===== src/rtl/mc_ctrl_pkg.sv =====
// Shared definitions for the multi-cycle MIPS control unit: opcodes, ALU codes,
// mux selects, the state encoding and the per-cycle control word.
package mc_ctrl_pkg;

    localparam logic [5:0] OP_R    = 6'b000000;
    localparam logic [5:0] OP_J    = 6'b000010;
    localparam logic [5:0] OP_BEQ  = 6'b000100;
    localparam logic [5:0] OP_ADDI = 6'b001000;
    localparam logic [5:0] OP_SLTI = 6'b001010;
    localparam logic [5:0] OP_ANDI = 6'b001100;
    localparam logic [5:0] OP_ORI  = 6'b001101;
    localparam logic [5:0] OP_LW   = 6'b100011;
    localparam logic [5:0] OP_SW   = 6'b101011;

    localparam logic [2:0] ALU_RTYPE = 3'b000;
    localparam logic [2:0] ALU_SUB   = 3'b001;
    localparam logic [2:0] ALU_ADD   = 3'b010;
    localparam logic [2:0] ALU_AND   = 3'b011;
    localparam logic [2:0] ALU_SLT   = 3'b100;
    localparam logic [2:0] ALU_OR    = 3'b101;

    localparam logic [1:0] SRC_RT      = 2'b00;
    localparam logic [1:0] SRC_FOUR    = 2'b01;
    localparam logic [1:0] SRC_IMM     = 2'b10;
    localparam logic [1:0] SRC_IMM_SH2 = 2'b11;

    localparam logic [1:0] PC_ALU    = 2'b00;
    localparam logic [1:0] PC_ALUOUT = 2'b01;
    localparam logic [1:0] PC_JUMP   = 2'b10;

    typedef enum logic [2:0] {
        ST_FETCH  = 3'd0,
        ST_DECODE = 3'd1,
        ST_EXEC   = 3'd2,
        ST_MEM    = 3'd3,
        ST_WB     = 3'd4,
        ST_TRAP   = 3'd7
    } state_e;

    typedef struct packed {
        logic       pc_en;
        logic       ir_en;
        logic       iord;
        logic       regdst;
        logic       branch;
        logic       br_en;
        logic       enw;
        logic       enr;
        logic       mux1;
        logic       jump;
        logic       alusrc_a;
        logic [1:0] alusrc;
        logic [1:0] pcsrc;
        logic [2:0] aluc;
    } ctrl_t;

    // Opcodes that continue past DECODE into EXEC (J retires in DECODE).
    function automatic logic goes_to_exec(input logic [5:0] op);
        case (op)
            OP_R, OP_ADDI, OP_SLTI, OP_ANDI, OP_ORI, OP_LW, OP_SW, OP_BEQ: return 1'b1;
            default: return 1'b0;
        endcase
    endfunction

endpackage


===== src/rtl/multicycle_control_unit_if.sv =====
// Bundle between the control unit and the shared datapath: instruction/status
// inputs, datapath strobes and mux selects, and trap/retire status.
interface multicycle_control_unit_if #(
    parameter int ALUC_W = 3,
    parameter int CNT_W  = 16
);
    logic [5:0]        OpCode;
    logic              Zero;
    logic              mem_ready;
    logic              PC_En;
    logic              IR_En;
    logic              IorD;
    logic              RegDst;
    logic              Branch;
    logic              BR_En;
    logic [ALUC_W-1:0] AluC;
    logic              EnW;
    logic              EnR;
    logic              Mux1;
    logic              Jump;
    logic              ALUSrcA;
    logic [1:0]        ALUSrc;
    logic [1:0]        PCSrc;
    logic [2:0]        state_o;
    logic              illegal_op;
    logic              mem_timeout;
    logic [CNT_W-1:0]  retire_cnt;

    modport master (
        input  OpCode, Zero, mem_ready,
        output PC_En, IR_En, IorD, RegDst, Branch, BR_En, AluC, EnW, EnR, Mux1,
               Jump, ALUSrcA, ALUSrc, PCSrc, state_o, illegal_op, mem_timeout, retire_cnt
    );

    modport slave (
        output OpCode, Zero, mem_ready,
        input  PC_En, IR_En, IorD, RegDst, Branch, BR_En, AluC, EnW, EnR, Mux1,
               Jump, ALUSrcA, ALUSrc, PCSrc, state_o, illegal_op, mem_timeout, retire_cnt
    );
endinterface


===== src/rtl/mc_wait_timer.sv =====
// Counts consecutive cycles spent waiting on mem_ready within one state and
// flags expiry once MEM_WAIT_MAX full wait cycles have elapsed (0 = never).
module mc_wait_timer #(
    parameter int MEM_WAIT_MAX = 15
) (
    input  logic clk,
    input  logic rst,
    input  logic clear,
    input  logic waiting,
    output logic expired
);
    localparam int CW = (MEM_WAIT_MAX < 1) ? 1 : $clog2(MEM_WAIT_MAX + 1);
    localparam logic [CW-1:0] LIMIT = CW'(MEM_WAIT_MAX);

    logic [CW-1:0] count_q;

    assign expired = (MEM_WAIT_MAX != 0) && waiting && (count_q == LIMIT);

    // NOTE: registered state is always updated with non-blocking assignments so
    // every always_ff samples the pre-edge values of its neighbours.
    always_ff @(posedge clk) begin
        if (rst || clear) begin
            count_q <= '0;
        end else if (waiting && (count_q != LIMIT)) begin
            count_q <= count_q + CW'(1);
        end
    end
endmodule


===== src/rtl/multicycle_control_unit.sv =====
// Multi-cycle MIPS control FSM: FETCH/DECODE/EXEC/MEM/WB with a memory-ready
// timeout, illegal-opcode trap and a retired-instruction counter.
module multicycle_control_unit
    import mc_ctrl_pkg::*;
#(
    parameter int ALUC_W       = 3,
    parameter int MEM_WAIT_MAX = 15,
    parameter int CNT_W        = 16
) (
    input logic                      clk,
    input logic                      rst,
    multicycle_control_unit_if.master bus
);
    if (ALUC_W < 3) begin : g_bad_aluc_w
        $error("ALUC_W must be at least 3");
    end

    state_e           state_q, state_d;
    logic [5:0]       op_q;
    logic             illegal_q, timeout_q;
    logic [CNT_W-1:0] cnt_q;
    ctrl_t            ctl;
    logic             retire, set_illegal, set_timeout;
    logic             waiting, expired;

    assign waiting = ((state_q == ST_FETCH) || (state_q == ST_MEM)) && !bus.mem_ready;

    mc_wait_timer #(.MEM_WAIT_MAX(MEM_WAIT_MAX)) u_wait_timer (
        .clk     (clk),
        .rst     (rst),
        .clear   (state_d != state_q),
        .waiting (waiting),
        .expired (expired)
    );

    always_ff @(posedge clk) begin
        if (rst) begin
            state_q   <= ST_FETCH;
            illegal_q <= 1'b0;
            timeout_q <= 1'b0;
            cnt_q     <= '0;
        end else begin
            state_q <= state_d;
            if (set_illegal) illegal_q <= 1'b1;
            if (set_timeout) timeout_q <= 1'b1;
            if (retire)      cnt_q     <= cnt_q + CNT_W'(1);
        end
    end

    // NOTE: the latched opcode is only consumed after DECODE has written it, so
    // it carries no reset; adding one would only cost reset routing.
    always_ff @(posedge clk) begin
        if (state_q == ST_DECODE) op_q <= bus.OpCode;
    end

    // NOTE: every signal written here gets a default first, so no path through
    // the case statement can leave one unassigned and infer a latch.
    always_comb begin
        ctl         = '0;
        state_d     = state_q;
        retire      = 1'b0;
        set_illegal = 1'b0;
        set_timeout = 1'b0;
        if (!rst) begin
            case (state_q)
                ST_FETCH: begin
                    if (expired) begin
                        state_d     = ST_TRAP;
                        set_timeout = 1'b1;
                    end else begin
                        ctl.enr    = 1'b1;
                        ctl.alusrc = SRC_FOUR;
                        ctl.aluc   = ALU_ADD;
                        if (bus.mem_ready) begin
                            ctl.ir_en = 1'b1;
                            ctl.pc_en = 1'b1;
                            state_d   = ST_DECODE;
                        end
                    end
                end
                ST_DECODE: begin
                    ctl.alusrc = SRC_IMM_SH2;
                    ctl.aluc   = ALU_ADD;
                    if (bus.OpCode == OP_J) begin
                        ctl.jump  = 1'b1;
                        ctl.pcsrc = PC_JUMP;
                        ctl.pc_en = 1'b1;
                        state_d   = ST_FETCH;
                        retire    = 1'b1;
                    end else if (goes_to_exec(bus.OpCode)) begin
                        state_d = ST_EXEC;
                    end else begin
                        state_d     = ST_TRAP;
                        set_illegal = 1'b1;
                    end
                end
                ST_EXEC: begin
                    ctl.alusrc_a = 1'b1;
                    ctl.alusrc   = SRC_IMM;
                    state_d      = ST_WB;
                    case (op_q)
                        OP_R:    begin ctl.alusrc = SRC_RT; ctl.aluc = ALU_RTYPE; end
                        OP_ADDI: ctl.aluc = ALU_ADD;
                        OP_SLTI: ctl.aluc = ALU_SLT;
                        OP_ANDI: ctl.aluc = ALU_AND;
                        OP_ORI:  ctl.aluc = ALU_OR;
                        OP_LW, OP_SW: begin
                            ctl.aluc = ALU_ADD;
                            state_d  = ST_MEM;
                        end
                        OP_BEQ: begin
                            ctl.alusrc = SRC_RT;
                            ctl.aluc   = ALU_SUB;
                            ctl.branch = 1'b1;
                            ctl.pcsrc  = PC_ALUOUT;
                            ctl.pc_en  = bus.Zero;
                            state_d    = ST_FETCH;
                            retire     = 1'b1;
                        end
                        default: begin
                            ctl         = '0;
                            state_d     = ST_TRAP;
                            set_illegal = 1'b1;
                        end
                    endcase
                end
                ST_MEM: begin
                    if (expired) begin
                        state_d     = ST_TRAP;
                        set_timeout = 1'b1;
                    end else begin
                        ctl.iord = 1'b1;
                        ctl.enr  = (op_q == OP_LW);
                        ctl.enw  = (op_q == OP_SW);
                        if (bus.mem_ready) begin
                            state_d = (op_q == OP_SW) ? ST_FETCH : ST_WB;
                            retire  = (op_q == OP_SW);
                        end
                    end
                end
                ST_WB: begin
                    ctl.br_en  = 1'b1;
                    ctl.regdst = (op_q == OP_R);
                    ctl.mux1   = (op_q == OP_LW);
                    state_d    = ST_FETCH;
                    retire     = 1'b1;
                end
                ST_TRAP: state_d = ST_TRAP;
                default: state_d = ST_TRAP;
            endcase
        end
    end

    assign bus.PC_En       = ctl.pc_en;
    assign bus.IR_En       = ctl.ir_en;
    assign bus.IorD        = ctl.iord;
    assign bus.RegDst      = ctl.regdst;
    assign bus.Branch      = ctl.branch;
    assign bus.BR_En       = ctl.br_en;
    assign bus.AluC        = ALUC_W'(ctl.aluc);
    assign bus.EnW         = ctl.enw;
    assign bus.EnR         = ctl.enr;
    assign bus.Mux1        = ctl.mux1;
    assign bus.Jump        = ctl.jump;
    assign bus.ALUSrcA     = ctl.alusrc_a;
    assign bus.ALUSrc      = ctl.alusrc;
    assign bus.PCSrc       = ctl.pcsrc;
    assign bus.state_o     = rst ? 3'd0 : state_q;
    assign bus.illegal_op  = illegal_q & ~rst;
    assign bus.mem_timeout = timeout_q & ~rst;
    assign bus.retire_cnt  = rst ? '0 : cnt_q;
endmodule


===== src/flat_wrapper.sv =====
// flat-port wrapper written by rule: the top's interface ports become plain ports
module multicycle_control_unit_flat import mc_ctrl_pkg::*;
#(
    parameter int ALUC_W       = 3,
    parameter int MEM_WAIT_MAX = 15,
    parameter int CNT_W        = 16
)
  (clk, rst, bus_OpCode, bus_Zero, bus_mem_ready, bus_PC_En, bus_IR_En, bus_IorD, bus_RegDst, bus_Branch, bus_BR_En, bus_AluC, bus_EnW, bus_EnR, bus_Mux1, bus_Jump, bus_ALUSrcA, bus_ALUSrc, bus_PCSrc, bus_state_o, bus_illegal_op, bus_mem_timeout, bus_retire_cnt);
  multicycle_control_unit_if #(.ALUC_W(ALUC_W), .CNT_W(CNT_W)) bus_i ();
  input logic clk;
  input logic rst;
  input wire logic [$bits(bus_i.OpCode)-1:0] bus_OpCode;
  input wire logic [$bits(bus_i.Zero)-1:0] bus_Zero;
  input wire logic [$bits(bus_i.mem_ready)-1:0] bus_mem_ready;
  output wire logic [$bits(bus_i.PC_En)-1:0] bus_PC_En;
  output wire logic [$bits(bus_i.IR_En)-1:0] bus_IR_En;
  output wire logic [$bits(bus_i.IorD)-1:0] bus_IorD;
  output wire logic [$bits(bus_i.RegDst)-1:0] bus_RegDst;
  output wire logic [$bits(bus_i.Branch)-1:0] bus_Branch;
  output wire logic [$bits(bus_i.BR_En)-1:0] bus_BR_En;
  output wire logic [$bits(bus_i.AluC)-1:0] bus_AluC;
  output wire logic [$bits(bus_i.EnW)-1:0] bus_EnW;
  output wire logic [$bits(bus_i.EnR)-1:0] bus_EnR;
  output wire logic [$bits(bus_i.Mux1)-1:0] bus_Mux1;
  output wire logic [$bits(bus_i.Jump)-1:0] bus_Jump;
  output wire logic [$bits(bus_i.ALUSrcA)-1:0] bus_ALUSrcA;
  output wire logic [$bits(bus_i.ALUSrc)-1:0] bus_ALUSrc;
  output wire logic [$bits(bus_i.PCSrc)-1:0] bus_PCSrc;
  output wire logic [$bits(bus_i.state_o)-1:0] bus_state_o;
  output wire logic [$bits(bus_i.illegal_op)-1:0] bus_illegal_op;
  output wire logic [$bits(bus_i.mem_timeout)-1:0] bus_mem_timeout;
  output wire logic [$bits(bus_i.retire_cnt)-1:0] bus_retire_cnt;
  assign bus_i.OpCode = bus_OpCode;
  assign bus_i.Zero = bus_Zero;
  assign bus_i.mem_ready = bus_mem_ready;
  assign bus_PC_En = bus_i.PC_En;
  assign bus_IR_En = bus_i.IR_En;
  assign bus_IorD = bus_i.IorD;
  assign bus_RegDst = bus_i.RegDst;
  assign bus_Branch = bus_i.Branch;
  assign bus_BR_En = bus_i.BR_En;
  assign bus_AluC = bus_i.AluC;
  assign bus_EnW = bus_i.EnW;
  assign bus_EnR = bus_i.EnR;
  assign bus_Mux1 = bus_i.Mux1;
  assign bus_Jump = bus_i.Jump;
  assign bus_ALUSrcA = bus_i.ALUSrcA;
  assign bus_ALUSrc = bus_i.ALUSrc;
  assign bus_PCSrc = bus_i.PCSrc;
  assign bus_state_o = bus_i.state_o;
  assign bus_illegal_op = bus_i.illegal_op;
  assign bus_mem_timeout = bus_i.mem_timeout;
  assign bus_retire_cnt = bus_i.retire_cnt;
  multicycle_control_unit #(.ALUC_W(ALUC_W), .MEM_WAIT_MAX(MEM_WAIT_MAX), .CNT_W(CNT_W)) u_core (.clk(clk), .rst(rst), .bus(bus_i));
endmodule

===== config.mk =====
export PLATFORM = sky130hd
export DESIGN_NAME = multicycle_control_unit_flat
export DESIGN_NICKNAME = d
export VERILOG_FILES = /design/src/rtl/mc_ctrl_pkg.sv /design/src/rtl/multicycle_control_unit_if.sv /design/src/rtl/mc_wait_timer.sv /design/src/rtl/multicycle_control_unit.sv /design/src/flat_wrapper.sv
export SDC_FILE = /design/constraint.sdc
export NUM_CORES = 1
export LEC_CHECK = 0
export BUFFER_PORTS_ARGS = -buffer_cell sky130_fd_sc_hd__buf_2
export CORE_MARGIN = 1.5
export CORE_UTILIZATION = 58
export DETAILED_ROUTE_END_ITERATION = 7
export HOLD_SLACK_MARGIN = 0.06
export PLACE_DENSITY = 0.85
export SLEW_MARGIN = 5
export SYNTH_ARGS = -nofsm -noshare
export SYNTH_HDL_FRONTEND = slang
export SYNTH_SLANG_ARGS = --single-unit

===== constraint.sdc =====
create_clock -name clk -period 5.3 [get_ports clk]
set_input_delay 0.265 -clock clk [delete_from_list [all_inputs] [get_ports clk]]
set_output_delay 0.265 -clock clk [all_outputs]
set_load 0.05 [all_outputs]

==> flow_summary.yaml <==
run_status:
  status: "finished, final reports clean"
sta:
  final-hold-violation-count: 0
  skew_ns: 0.0105
  slew_headroom_pct: 34.0
  final-setup-viol-count: 0
  fin_ws_ns: 2.35
  fin_crit_sh_pct: 55.7
  rsz0062_at_grt: "false"
  fin_crit_ns: 2.95
  setup_tns_ns: 0
  max_freq_mhz: 339
  final_max_slew_viol_count: 0
  tightest_slew_ns: 0.989
floorplan:
  num_rows: 21
  die-area_um2: 3920
  io_pins: 49
  die_w_um: 62.6
  die_h_um: 62.6
  initial_core_util_pct: 61.3
  core_um2: 3360
synthesis:
  synth_seq_area_share_pct: 33.0
  synth_most_common_cell: "nor2_1"
  async_reset_ff_share_pct: 0
  ys_ff_latch: 31
  yosys.area.top_type: "dfxtp_1"
  yosysTopAreaCellShare_pct: 24.3
  synth_area_um2: 2060
  synth_common_cells: "34 x nor2_1, 25 x dfxtp_1, 19 x a21oi_1, 19 x nor2b_1, 12 x inv_1"
  synthTopCellsByArea: "dfxtp_1 24%, edfxtp_1 8.7%, nor2_1 6.2%"
  yosysWarnings: 0
  synthDistinctLibCells: 55
  synthesis.nets: 274
  synth_top_flop_cell: "dfxtp_1"
  synth_edf_count: 6
  synth_area_per_cell_um2: 7.87
  synth_cells: 262
power:
  p_comb_share_pct: 42.4
  finalPower_w: 0.000937
  swShare_pct: 44.0
  power_density_nw_per_um2: 392
  clkPwrFrac_pct: 20.6
  p_leak_nw: 0.993
  p_sw_w: 0.000412
  irDropWorstVdd_uv: 221
  seq_power_share_pct: 37.0
  p_int_w: 0.000524
routing:
  wirelength_mm: 4.63
  viasPerCell: 5.80
  final_antenna_net_count: 0
  vias: 2036
  first_pass_iters: 5
  wl_per_cell_um: 13.2
  first_iter_violations: 237
  remaining_drc_errors: 0
run:
  cap_violations: 0
cts:
  cts_buffers: 5
  post-cts-setup-buffer-count: 0
  postCtsHoldBufs: 0
  cts_root_buf: "clkbuf_4"
  path_clk_slew_ns: 0.11
  insertion_delay_ns: 0.33
  cts_tree: "built"
  htree_num_levels: 2
  cts.sinks: 31
  cts.path.max_buffers: 2
  cts_resized: 0
global_route:
  grt_max_degree: 51
  grt_usage_pct: 24.8
  grt_pass1_vias: 1799
  grt_overflow: 0
  grt_pass1_wl_mm: 7.99
  grt_antenna_before_repair: 0
worst_hold_path:
  hold_class: "input pin to flip-flop"
worst_setup_path:
  cp-start-kind: "flip-flop"
  path_class: "flip-flop to output port"
  crit_fanout: 17
  endpoint_kind: "output port"
  rrSetupSlack_ns: 2.38
  cp.required_ns: 5.04
  critPathArrivalTime_ns: 2.69
placement:
  dp_hpwl_mm: 3.35
  dp_slack_ns: 2.42
  place_congestion: 0.923
  port_buffers: 48
  dpl_cell_area_um2: 2300
layout:
  post-route-util_pct: 71.0
  fillers: 299
  final_net_count: 316
  fin_area_um2: 2390
  n_antenna_cell: 0
  areaGrowthSynthToFinish_pct: 15.8
  drive_gt1_share_pct: 22.0
## worst paths after layout
check,startpoint,end,cells past startpoint
max,u_core.state_q[0],bus_EnW,6
min,bus_OpCode[5],u_core.op_q[5],1
max reg2reg,u_core.state_q[0],u_core.u_wait_timer.count_q[3],6
min reg2reg,u_core.timeout_q,u_core.timeout_q,2
## final cells by class
type	instances	area (µm²)	share of cell area (%)
multi-input cells	206	1280	53.5
flip-flops and latches	31	681	28.5
repair buffers	48	240	10.1
well taps	46	57.6	2.41
clock inverters	2	35.0	1.47
inverters	12	45.0	1.89
clock buffers	6	51.3	2.15
## registers in the layout (all words and copies together), names as in the netlist
register / count
u_core.cnt_q: 16
u_core.illegal_q: 1
u_core.op_q: 6
u_core.state_q: 3
u_core.timeout_q: 1
u_core.u_wait_timer.count_q: 4
## stage by stage
stage	std cells	hold slack, ns
floorplan	262	0.364
global placement	343	0.441
detailed placement	343	0.457
CTS	351	0.143
global route	351	0.146
finish	351	0.155
## critical path, stage by stage (launching register included)
cell,delay [ns]
dfxtp_1,0.65
nand2_1,0.23
a211oi_1,0.60
nor2b_1,0.39
nor3_1,0.11
nor4b_1,0.16
buf_2,0.22
## cells in the final DEF, fill, tap and decap left out, types with 6 or more instances in the layout
cell	n
nand2_1	11
a21oi_1	19
edfxtp_1	6
o21ai_0	11
buf_2	48
inv_1	12
nand2b_1	10
xor2_1	6
nor2_1	34
nor2b_1	19
nor4_1	7
nand3_1	8
dfxtp_1	25
nor3_1	9
## per-layer routing
| layer | up-vias | share of wire, % | GRT usage (%) |
|---|---|---|---|
| met2 | 86 | 46 | 40.9 |
| li1 | 1026 | - | - |
| met1 | 920 | 47 | 32.9 |
| met5 | - | 0 | 0 |
| met3 | 4 | 6.9 | 4.68 |
| met4 | 0 | 0.82 | 7.50 |
## cells by family (layout without fill, tap and decap cells)
| kind of cell | count (synthesis) | in the layout | synth area share [%] |
|---|---|---|---|
| AO/OA/AOI/OAI | 57 | 57 | 18.6 |
| adder cells (fa/ha/maj) | 2 | 2 | 1.21 |
| flip-flops | 31 | 31 | 33.0 |
| XOR/XNOR | 10 | 10 | 4.25 |
| AND/OR/NAND/NOR | 133 | 133 | 35.9 |
| multiplexers | 4 | 4 | 1.94 |
| buffers and inverters | 25 | 68 | 5.04 |
## power groups by stage
stage | combinational [W] | sequential, W | clock [W]
finish | 0.000397 | 0.000347 | 0.000193
global route | 0.000433 | 0.000355 | 0.000206
CTS | 0.000393 | 0.000344 | 0.000196
detailed placement | 0.000391 | 0.000349 | 0
global placement | 0.000388 | 0.000348 | 0
floorplan | 0.000361 | 0.000302 | 0
(Power assumes the default switching activity.)
